**src/rtl/fir_pkg.sv**
```systemverilog
// fir_pkg: shared defaults, FSM state type and tap-index width helper for the FIR MAC sequencer
package fir_pkg;
   localparam int DEF_FILTER_LENGTH = 16;
   localparam int DEF_DSP_DELAY     = 4;
   localparam int DEF_DATA_W        = 16;
   localparam int DEF_P_W           = 58;
   localparam int DRAIN_W           = 4;

   typedef enum logic [1:0] {IDLE, RUN, DRAIN} state_t;

   function automatic int clog2(input int n);
      int w;
      w = 0;
      while ((1 << w) < n) w++;
      return w;
   endfunction
endpackage

```
**src/rtl/fir_delay_line.sv**
```systemverilog
// fir_delay_line: circular sample store with one write port and a combinational newest-minus-offset read port
module fir_delay_line import fir_pkg::*; #(
   parameter int DEPTH = DEF_FILTER_LENGTH,
   parameter int W     = DEF_DATA_W,
   localparam int AW   = clog2(DEPTH)
) (
   input  logic          clk,
   input  logic          rst_n,
   input  logic          we_i,
   input  logic [AW-1:0] wr_addr_i,
   input  logic [W-1:0]  wr_data_i,
   input  logic [AW-1:0] base_i,
   input  logic [AW-1:0] off_i,
   output logic [W-1:0]  rd_data_o
);
   logic [W-1:0]  line_q [DEPTH];
   logic [AW-1:0] rd_addr;

   // read index wraps by compare/add so non-power-of-two depths stay inside 0..DEPTH-1
   always_comb
      rd_addr = (base_i >= off_i) ? base_i - off_i
                                  : AW'({1'b0, base_i} + (AW+1)'(DEPTH) - {1'b0, off_i});

   // sample storage, cleared to zero on reset so a fresh filter sees silence
   always_ff @(posedge clk or negedge rst_n)
      if (!rst_n)
         for (int i = 0; i < DEPTH; i++) line_q[i] <= '0;
      else if (we_i)
         line_q[wr_addr_i] <= wr_data_i;

   assign rd_data_o = line_q[rd_addr];
endmodule

```
**src/rtl/fir_mac_sequencer.sv**
```systemverilog
// fir_mac_sequencer: accepts one sample per frame and walks all taps through a single DSP, then captures P
module fir_mac_sequencer import fir_pkg::*; #(
   parameter int FILTER_LENGTH = DEF_FILTER_LENGTH,
   parameter int DSP_DELAY     = DEF_DSP_DELAY,
   parameter int DATA_W        = DEF_DATA_W,
   parameter int P_W           = DEF_P_W,
   localparam int TW           = clog2(FILTER_LENGTH)
) (
   input  logic              clk,
   input  logic              rst_n,
   input  logic [DATA_W-1:0] sample_in,
   input  logic              sample_valid,
   output logic              sample_ready,
   output logic [DATA_W-1:0] dsp_a,
   output logic [TW-1:0]     coef_addr,
   output logic              dsp_ce,
   output logic              dsp_load,
   input  logic [P_W-1:0]    dsp_p,
   output logic [P_W-1:0]    y_out,
   output logic              y_valid,
   output logic              overrun,
   input  logic              overrun_clr
);
   localparam logic [TW-1:0] LAST = TW'(FILTER_LENGTH - 1);

   state_t              state_q, state_d;
   logic [TW-1:0]       wr_ptr_q, wr_ptr_d;
   logic [TW-1:0]       newest_q, newest_d;
   logic [TW-1:0]       tap_q, tap_d;
   logic [DRAIN_W-1:0]  drain_q, drain_d;
   logic [P_W-1:0]      y_out_q, y_out_d;
   logic                y_valid_q, y_valid_d;
   logic                overrun_q, overrun_d;
   logic                we;

   // state register and all datapath registers
   always_ff @(posedge clk or negedge rst_n)
      if (!rst_n) begin
         state_q   <= IDLE;
         wr_ptr_q  <= '0;
         newest_q  <= '0;
         tap_q     <= '0;
         drain_q   <= '0;
         y_out_q   <= '0;
         y_valid_q <= 1'b0;
         overrun_q <= 1'b0;
      end else begin
         state_q   <= state_d;
         wr_ptr_q  <= wr_ptr_d;
         newest_q  <= newest_d;
         tap_q     <= tap_d;
         drain_q   <= drain_d;
         y_out_q   <= y_out_d;
         y_valid_q <= y_valid_d;
         overrun_q <= overrun_d;
      end

   // next state: accept in IDLE, one tap per cycle in RUN, wait out the DSP pipe in DRAIN
   always_comb begin
      state_d   = state_q;
      wr_ptr_d  = wr_ptr_q;
      newest_d  = newest_q;
      tap_d     = tap_q;
      drain_d   = drain_q;
      y_out_d   = y_out_q;
      y_valid_d = 1'b0;
      we        = 1'b0;
      overrun_d = overrun_clr ? 1'b0 : (sample_valid && state_q != IDLE) ? 1'b1 : overrun_q;
      case (state_q)
         IDLE:
            if (sample_valid) begin
               we       = 1'b1;
               newest_d = wr_ptr_q;
               wr_ptr_d = (wr_ptr_q == LAST) ? '0 : wr_ptr_q + TW'(1);
               tap_d    = '0;
               state_d  = RUN;
            end
         RUN:
            if (tap_q == LAST) begin
               drain_d = DRAIN_W'(DSP_DELAY);
               state_d = DRAIN;
            end else
               tap_d = tap_q + TW'(1);
         DRAIN: begin
            drain_d = drain_q - DRAIN_W'(1);
            if (drain_q == DRAIN_W'(1)) begin
               y_out_d   = dsp_p;
               y_valid_d = 1'b1;
               state_d   = IDLE;
            end
         end
         default: state_d = IDLE;
      endcase
   end

   fir_delay_line #(.DEPTH(FILTER_LENGTH), .W(DATA_W)) u_line (
      .clk       (clk),
      .rst_n     (rst_n),
      .we_i      (we),
      .wr_addr_i (wr_ptr_q),
      .wr_data_i (sample_in),
      .base_i    (newest_q),
      .off_i     (tap_q),
      .rd_data_o (dsp_a)
   );

   assign sample_ready = state_q == IDLE;
   assign dsp_ce       = state_q == RUN;
   assign dsp_load     = dsp_ce && tap_q == '0;
   assign coef_addr    = tap_q;
   assign y_out        = y_out_q;
   assign y_valid      = y_valid_q;
   assign overrun      = overrun_q;
endmodule

```
**config.mk**
```make
export PLATFORM = sky130hd
export DESIGN_NAME = fir_mac_sequencer
export DESIGN_NICKNAME = d
export VERILOG_FILES = /design/src/rtl/fir_pkg.sv /design/src/rtl/fir_delay_line.sv /design/src/rtl/fir_mac_sequencer.sv
export SDC_FILE = /design/constraint.sdc
export NUM_CORES = 1
export LEC_CHECK = 0
export CAP_MARGIN = 20
export CORE_ASPECT_RATIO = 0.6
export CORE_MARGIN = 8
export CORE_UTILIZATION = 25
export CTS_CLUSTER_DIAMETER = 100
export DETAILED_ROUTE_END_ITERATION = 10
export DONT_BUFFER_PORTS = 1
export SETUP_SLACK_MARGIN = 0.5
export SLEW_MARGIN = 40
export SYNTH_ARGS = -nofsm -noshare
export SYNTH_HDL_FRONTEND = slang
export SYNTH_SLANG_ARGS = --single-unit
export TNS_END_PERCENT = 50
```
**constraint.sdc**
```tcl
create_clock -name clk -period 3.75 [get_ports clk]
set_clock_uncertainty 0.15 [all_clocks]
set_input_delay 0.5625 -clock clk [delete_from_list [all_inputs] [get_ports clk]]
set_output_delay 0.5625 -clock clk [all_outputs]
set_load 0.01 [all_outputs]
```
==> results.tsv, run 1 <==
metric	value	unit
IO Count	161	
Placeable Area	0.0591	sq mm
Met1 Wirelength	17.4	mm
beginning of the worst hold path	sample_in[7]	
R2R Setup Slk	1.08	ns
fraction of final layout cells sized beyond drive strength 1	45.5	%
number of port buffers	0	
drt first pass iters	5	
Iteration-0 DRC Markers	573	
H-tree depth	2	
antenna-violating nets left	0	
Initial Util	25.3	%
Async S/R FF share, synth	100	%
CTS tree	done	
Inserted Clock Buffers	36	
first-pass GRT wire length	61.4	mm
Worst Hold End	u_line.line_q[135]	
gp weighted congestion	0.710	
fill count	5776	
share of the yosys chip area belonging to registers	56.0	%
largest net degree at the start of global routing	335	
WL final	39.4	mm
worst-path fanout max	8	
register area	0.00836	sq mm
via count	8891	
Post-DP HPWL	21.3	mm
# clock sinks	334	
fin nets	1161	
Gate Count Post-Synth	995	
antenna violations before repair	0	
Tcrit/Tclk final	97.9	%
VDD IR max	1.06	mV
Critical Path End Type	output port	
YS warnings	0	
most frequent cell after synthesis	dfrtp_1	
routed len/inst	21.0	um
DRC	0	
Yosys reg bits	334	
CP required	3.04	ns
DR top layer	met4	
multi-input logic area	0.00638	sq mm
Worst R2R Start	state_q[0]	
CP Class	reg2out	
Die X	332	um
Reg clk slew, reported paths	0.06	ns
RR Endpoint	u_line.line_q[218]	
Synth cell types	39	
Leak	8.23	nW
Diodes inserted	0	
CP arrival	2.96	ns
fin util	30.8	%
hold path cells	1	
status	complete, no violations	
latest clock arrival within the worst-skew pair	0.55	ns
RSZ-0062 raised after global routing	true	
HP Class	in2reg	
worst-margin pin slew	0.772	ns
CTS Buffer Depth	3	
vias in the first global route	9591	
min Tclk post-route	3.67	ns
PD cells	874	mW/mm^2
Worst Setup Slack, final	0.0777	ns
Slew HR	48.5	%
Setup violations, final	0	
synth cell count leaders	dfrtp_1, mux2_2, mux4_2	
Max Slew Vio Count	0	
area of the die	0.0681	sq mm
Layout area overhead	21.8	%
Avg Vias per Cell	4.74	
Synth Cell Area	0.0149	sq mm
final hold violations	0	
startpoint class of the critical path	flop	
syn_area_per_cell	15.0	sq um
Syn Nets	1085	
EDFF count, synth	0	
post-synth top area share	56.0	%
std cell rows	69	
Die Ht	205	um
area leader, netlist	dfrtp_1	
total congestion overflow	0	
WL met3	2.00	mm
fmax	272	MHz
pre-CTS setup slack	0.397	ns
Post-synth top flop	dfrtp_1	
max-cap viol count	0	
Root Driver	clkbuf_16	
worst reg2reg path depth	4	
Synth area leaders	dfrtp_1, mux2_2, mux4_2	
GRT Total Usage	11.5	%
total chip power	15.9	mW
met2 WL	19.0	mm
state kept, by name, summed over array words and instances (netlist names), 2 cells and up:
signal	flops
u_line.line_q	256
y_out	58
coef_addr	4
drain_q	4
newest_q	4
wr_ptr_q	4
state_q	2
critical path: stages (launching register included):
cell and delay [ns]:
dfrtp_2 0.46, ha_4 0.16, inv_2 0.03, fa_4 0.84
buf_12 0.15, buf_16 0.14, mux4_2 0.31, nand2_2 0.07
a22o_1 0.13, nand3_2 0.12
power breakdown:
group | total, mW | internal, mW | switching, mW
Sequential | 5.28 | 4.64 | 0.635
Combinational | 7.21 | 3.52 | 3.69
Clock | 3.42 | 1.90 | 1.51
Total | 15.9 | 10.1 | 5.84
worst max path at each step:
stage,depth (start not counted),slack (ns),start,endpoint
after floorplan,9,0.62,coef_addr[0],dsp_a[10]
after global placement,8,0.43,coef_addr[0],dsp_a[8]
after detailed placement,8,0.40,coef_addr[0],dsp_a[8]
after CTS,8,-0.05,coef_addr[0],dsp_a[2]
after global routing,9,-0.05,coef_addr[0],dsp_a[10]
final,9,0.08,coef_addr[0],dsp_a[10]
routing by layer:
metal  vias up  track usage (%)
li1       3835                -
met4         0             3.63
met1      4825             15.0
met3        64             2.47
met5         -                0
met2       167             19.1
cell families (layout without fill, tap and decap cells):
family | after synthesis | in the layout | share of synthesized area (%)
AOI/OAI and AO/OA | 40 | 40 | 1.84
and+or+nand+nor | 134 | 134 | 4.79
muxes | 378 | 378 | 33.3
buffers and inverters | 88 | 189 | 2.51
adders and majority gates | 12 | 12 | 1.06
DFF | 334 | 334 | 56.0
xor gates and xnor gates | 9 | 9 | 0.528
cell usage in the layout (no fill, tap or decap), types with 5 or more instances in the layout:
cell type / n
dfrtp_1: 332
nand4_1: 32
clkbuf_16: 36
mux2_2: 314
clkinv_2: 5
a22o_1: 16
buf_4: 7
inv_1: 12
clkbuf_1: 10
nor2_1: 5
xnor2_1: 5
dlygate4sd3_1: 88
buf_16: 7
nand3_2: 12
ha_1: 10
clkbuf_8: 5
nand2_2: 16
a21oi_1: 8
o21ai_0: 10
nand3_4: 5
mux4_2: 64
buf_12: 9
nand2_1: 47
metrics by stage:
step	TNS (ns)	std cells	cell area (sq um)	hold WS, ns
finish	0	1877	18200	0.0318
detailed placement	0	1717	15800	0.125
global route	-0.183	1877	18200	0.00207
floorplan	0	995	14900	0.117
global placement	0	1717	15800	0.126
CTS	-0.0945	1873	18100	-0.470
layout make-up:
| type | instances | area share (%) |
|---|---|---|
| Clock buffer | 51 | 5.53 |
| Timing Repair Buffer | 111 | 7.18 |
| Clock inverter | 12 | 0.584 |
| Tap cell | 781 | 5.37 |
| Multi-Input combinational cell | 573 | 35.1 |
| Sequential cell | 334 | 45.9 |
| Inverter | 15 | 0.309 |
repair_timing:
action | in CTS | in global routing
buffers inserted | 2 | 0
resized for setup | 28 | 6
hold buffers | 87 | 2
setup endpoints to repair | 16 | 16
endpoints found under the hold margin | 596 | 189
gates cloned | 4 | 0
pin swaps | 24 | 17
Power figures use the tool's default switching activity.
==> run 2: changes to the inputs <==
- GPL_ROUTABILITY_DRIVEN: unset -> 0
- GPL_TIMING_DRIVEN: unset -> 0
- PLACE_DENSITY_LB_ADDON: unset -> 0.05
==> run 2 against run 1 <==
The run now ends with hold timing, slew limit left. Critical path depth did not move. First-iteration DRC count decreased by 7.5%. Cell area rose by 1.2%. Routed wire length up 24%. Combinational power increased by 14%. Sequential cell count did not move. Cell count is 2.9% higher. Fmax grew 0.77%. Worst setup slack improved by 0.028 ns. Largest power group unchanged. Register-to-register slack got worse by 0.09 ns.
==> results.tsv, run 2 (synthesis gave the netlist of run 1 again) <==
metric	value	unit	change
Die Ht	205	um	unchanged
max reg flops	256		unchanged
max-cap viol count	0		unchanged
H-tree depth	2		unchanged
worst-path fanout max	7		-1
fill count	5846		+1.2%
register area	0.00836	sq mm	about the same
CP Class	reg2out		
GRT Total Usage	14.0	%	+2.5 points
WHS	-0.409	ns	-0.441 ns
fin nets	1213		+4.5%
most common cell after layout, fill and taps aside	dfrtp_1		
pre-CTS setup slack	-0.527	ns	-0.924 ns
Root Driver	clkbuf_16		
dpl cell area	0.0159	sq mm	+0.55%
largest net degree at the start of global routing	335		unchanged
std cell rows	69		unchanged
first-pass GRT wire length	70.8	mm	+15%
CP arrival	2.93	ns	-0.03 ns
total congestion overflow	0		unchanged
IO Count	161		unchanged
antenna violations before repair	6		+6
Slew HR	-1.47	%	-50 points
final hold violations	334		+334
startpoint class of the critical path	flop		
DRC	0		unchanged
Reg clk slew, reported paths	0.06	ns	about the same
CTS tree	done		
routed len/inst	25.2	um	+20%
CP required	3.04	ns	about the same
final cell count without fillers	1931		+2.9%
Post-DP HPWL	30.9	mm	+45%
Initial Util	25.3	%	unchanged
Critical Path End Type	output port		
Die X	332	um	unchanged
min Tclk post-route	3.64	ns	-0.0282 ns
WL final	48.6	mm	+24%
Avg Vias per Cell	4.67		-1.5%
fin area	0.0184	sq mm	+1.2%
worst-margin pin slew	1.52	ns	+0.750 ns
Worst Setup Slack, final	0.106	ns	+0.0282 ns
commonest cells after routing, fill and taps aside	dfrtp_1, mux2_2, dlygate4sd3_1		
CTS Buffer Depth	3		unchanged
Largest Register	u_line.line_q		
cts-stage hold buffer count	76		-13%
DP Cell Count	1776		+3.4%
fmax	274	MHz	+0.77%
fraction of final layout cells sized beyond drive strength 1	47.2	%	+1.6 points
PD cells	933	mW/mm^2	+6.7%
antenna-violating nets left	0		unchanged
Inserted Clock Buffers	39		+8.3%
latest clock arrival within the worst-skew pair	0.55	ns	about the same
via count	9011		+1.3%
status	complete, but fails checks		
VDD IR max	0.589	mV	-44%
Leak	8.36	nW	+1.5%
area of the die	0.0681	sq mm	unchanged
vias in the first global route	9507		-0.88%
multi-input logic area	0.00641	sq mm	+0.37%
drt first pass iters	5		unchanged
Placeable Area	0.0591	sq mm	unchanged
RSZ-0062 raised after global routing	true		
number of port buffers	0		unchanged
Max Slew Vio Count	35		+35
# clock sinks	334		unchanged
HP Class	in2async		
failing checks	hold timing, slew limit		
Tcrit/Tclk final	97.2	%	-0.75 points
Layout area overhead	23.2	%	
Iteration-0 DRC Markers	530		-7.5%
Setup violations, final	0		unchanged
## run 2: worst paths after layout
| path | endpoint | cells past startpoint | startpoint | slack [ns] |
|---|---|---|---|---|
| max in group asynchronous | u_line.line_q[125] | 0 | rst_n | 2.68 |
| hold / removal | y_out[55] | 0 | rst_n | -0.41 |
| setup reg to reg | y_out[0] | 6 | drain_q[0] | 0.99 |
| setup / recovery | dsp_a[6] | 9 | coef_addr[0] | 0.11 |
| hold reg to reg | newest_q[3] | 2 | newest_q[3] | 0.35 |
| min in group clk | newest_q[2] | 2 | sample_valid | 0.13 |
## run 2: metrics by stage
| stage | total power, mW | setup TNS, ns | utilization, % |
|---|---|---|---|
| finish | 17.2 | 0 | 31.1 |
| global route | 18.1 | -0.0295 | 31.1 |
| CTS | 16.9 | -0.000715 | 30.8 |
| detailed placement | 12.1 | -6.39 | 26.9 |
| global placement | 12.1 | -6.39 | 26.9 |
| floorplan | 9.54 | 0 | - |
## run 2: what timing repair did
| item | 4_1_cts | 5_1_grt |
|---|---|---|
| endpoints found under the hold margin | 489 | 334 |
| endpoints found under the setup margin | 16 | 16 |
| resized for setup | 82 | 25 |
| cloned | 0 | 3 |
| pin swaps | 7 | 19 |
| setup buffers | 5 | 3 |
## run 2: layout make-up
class | count | share of cell area (%)
tap | 781 | 5.31
timing repair buffer | 87 | 4.87
antenna | 3 | 0.0408
sequential | 334 | 45.4
buffer | 73 | 2.75
inverter | 15 | 0.306
clock buffer | 55 | 6.17
clock inverter | 10 | 0.326
multi-input combinational | 573 | 34.8
## run 2: power breakdown
part | total, mW | internal, mW | switching [mW]
sequential | 5.30 | 4.65 | 0.655
clock | 3.66 | 2.10 | 1.56
combinational | 8.21 | 3.79 | 4.41
## run 2: worst max-delay path: stages (launching register included)
cell and delay [ns]:
dfrtp_2 0.47, ha_4 0.17, inv_2 0.03, fa_1 0.52, buf_12 0.16, buf_12 0.16
buf_12 0.14, mux4_2 0.35, nand4_1 0.20, nand3_2 0.17
## run 2: layer usage
layer,routed length [um],share of wire [%],GRT usage (%),vias to the layer above
li1,-,-,-,3943
met1,26700,55,22.8,4866
met2,19200,39,18.6,146
met3,1830,3.8,2.49,56
met4,876,1.8,3.41,0
met5,0,0,0,-
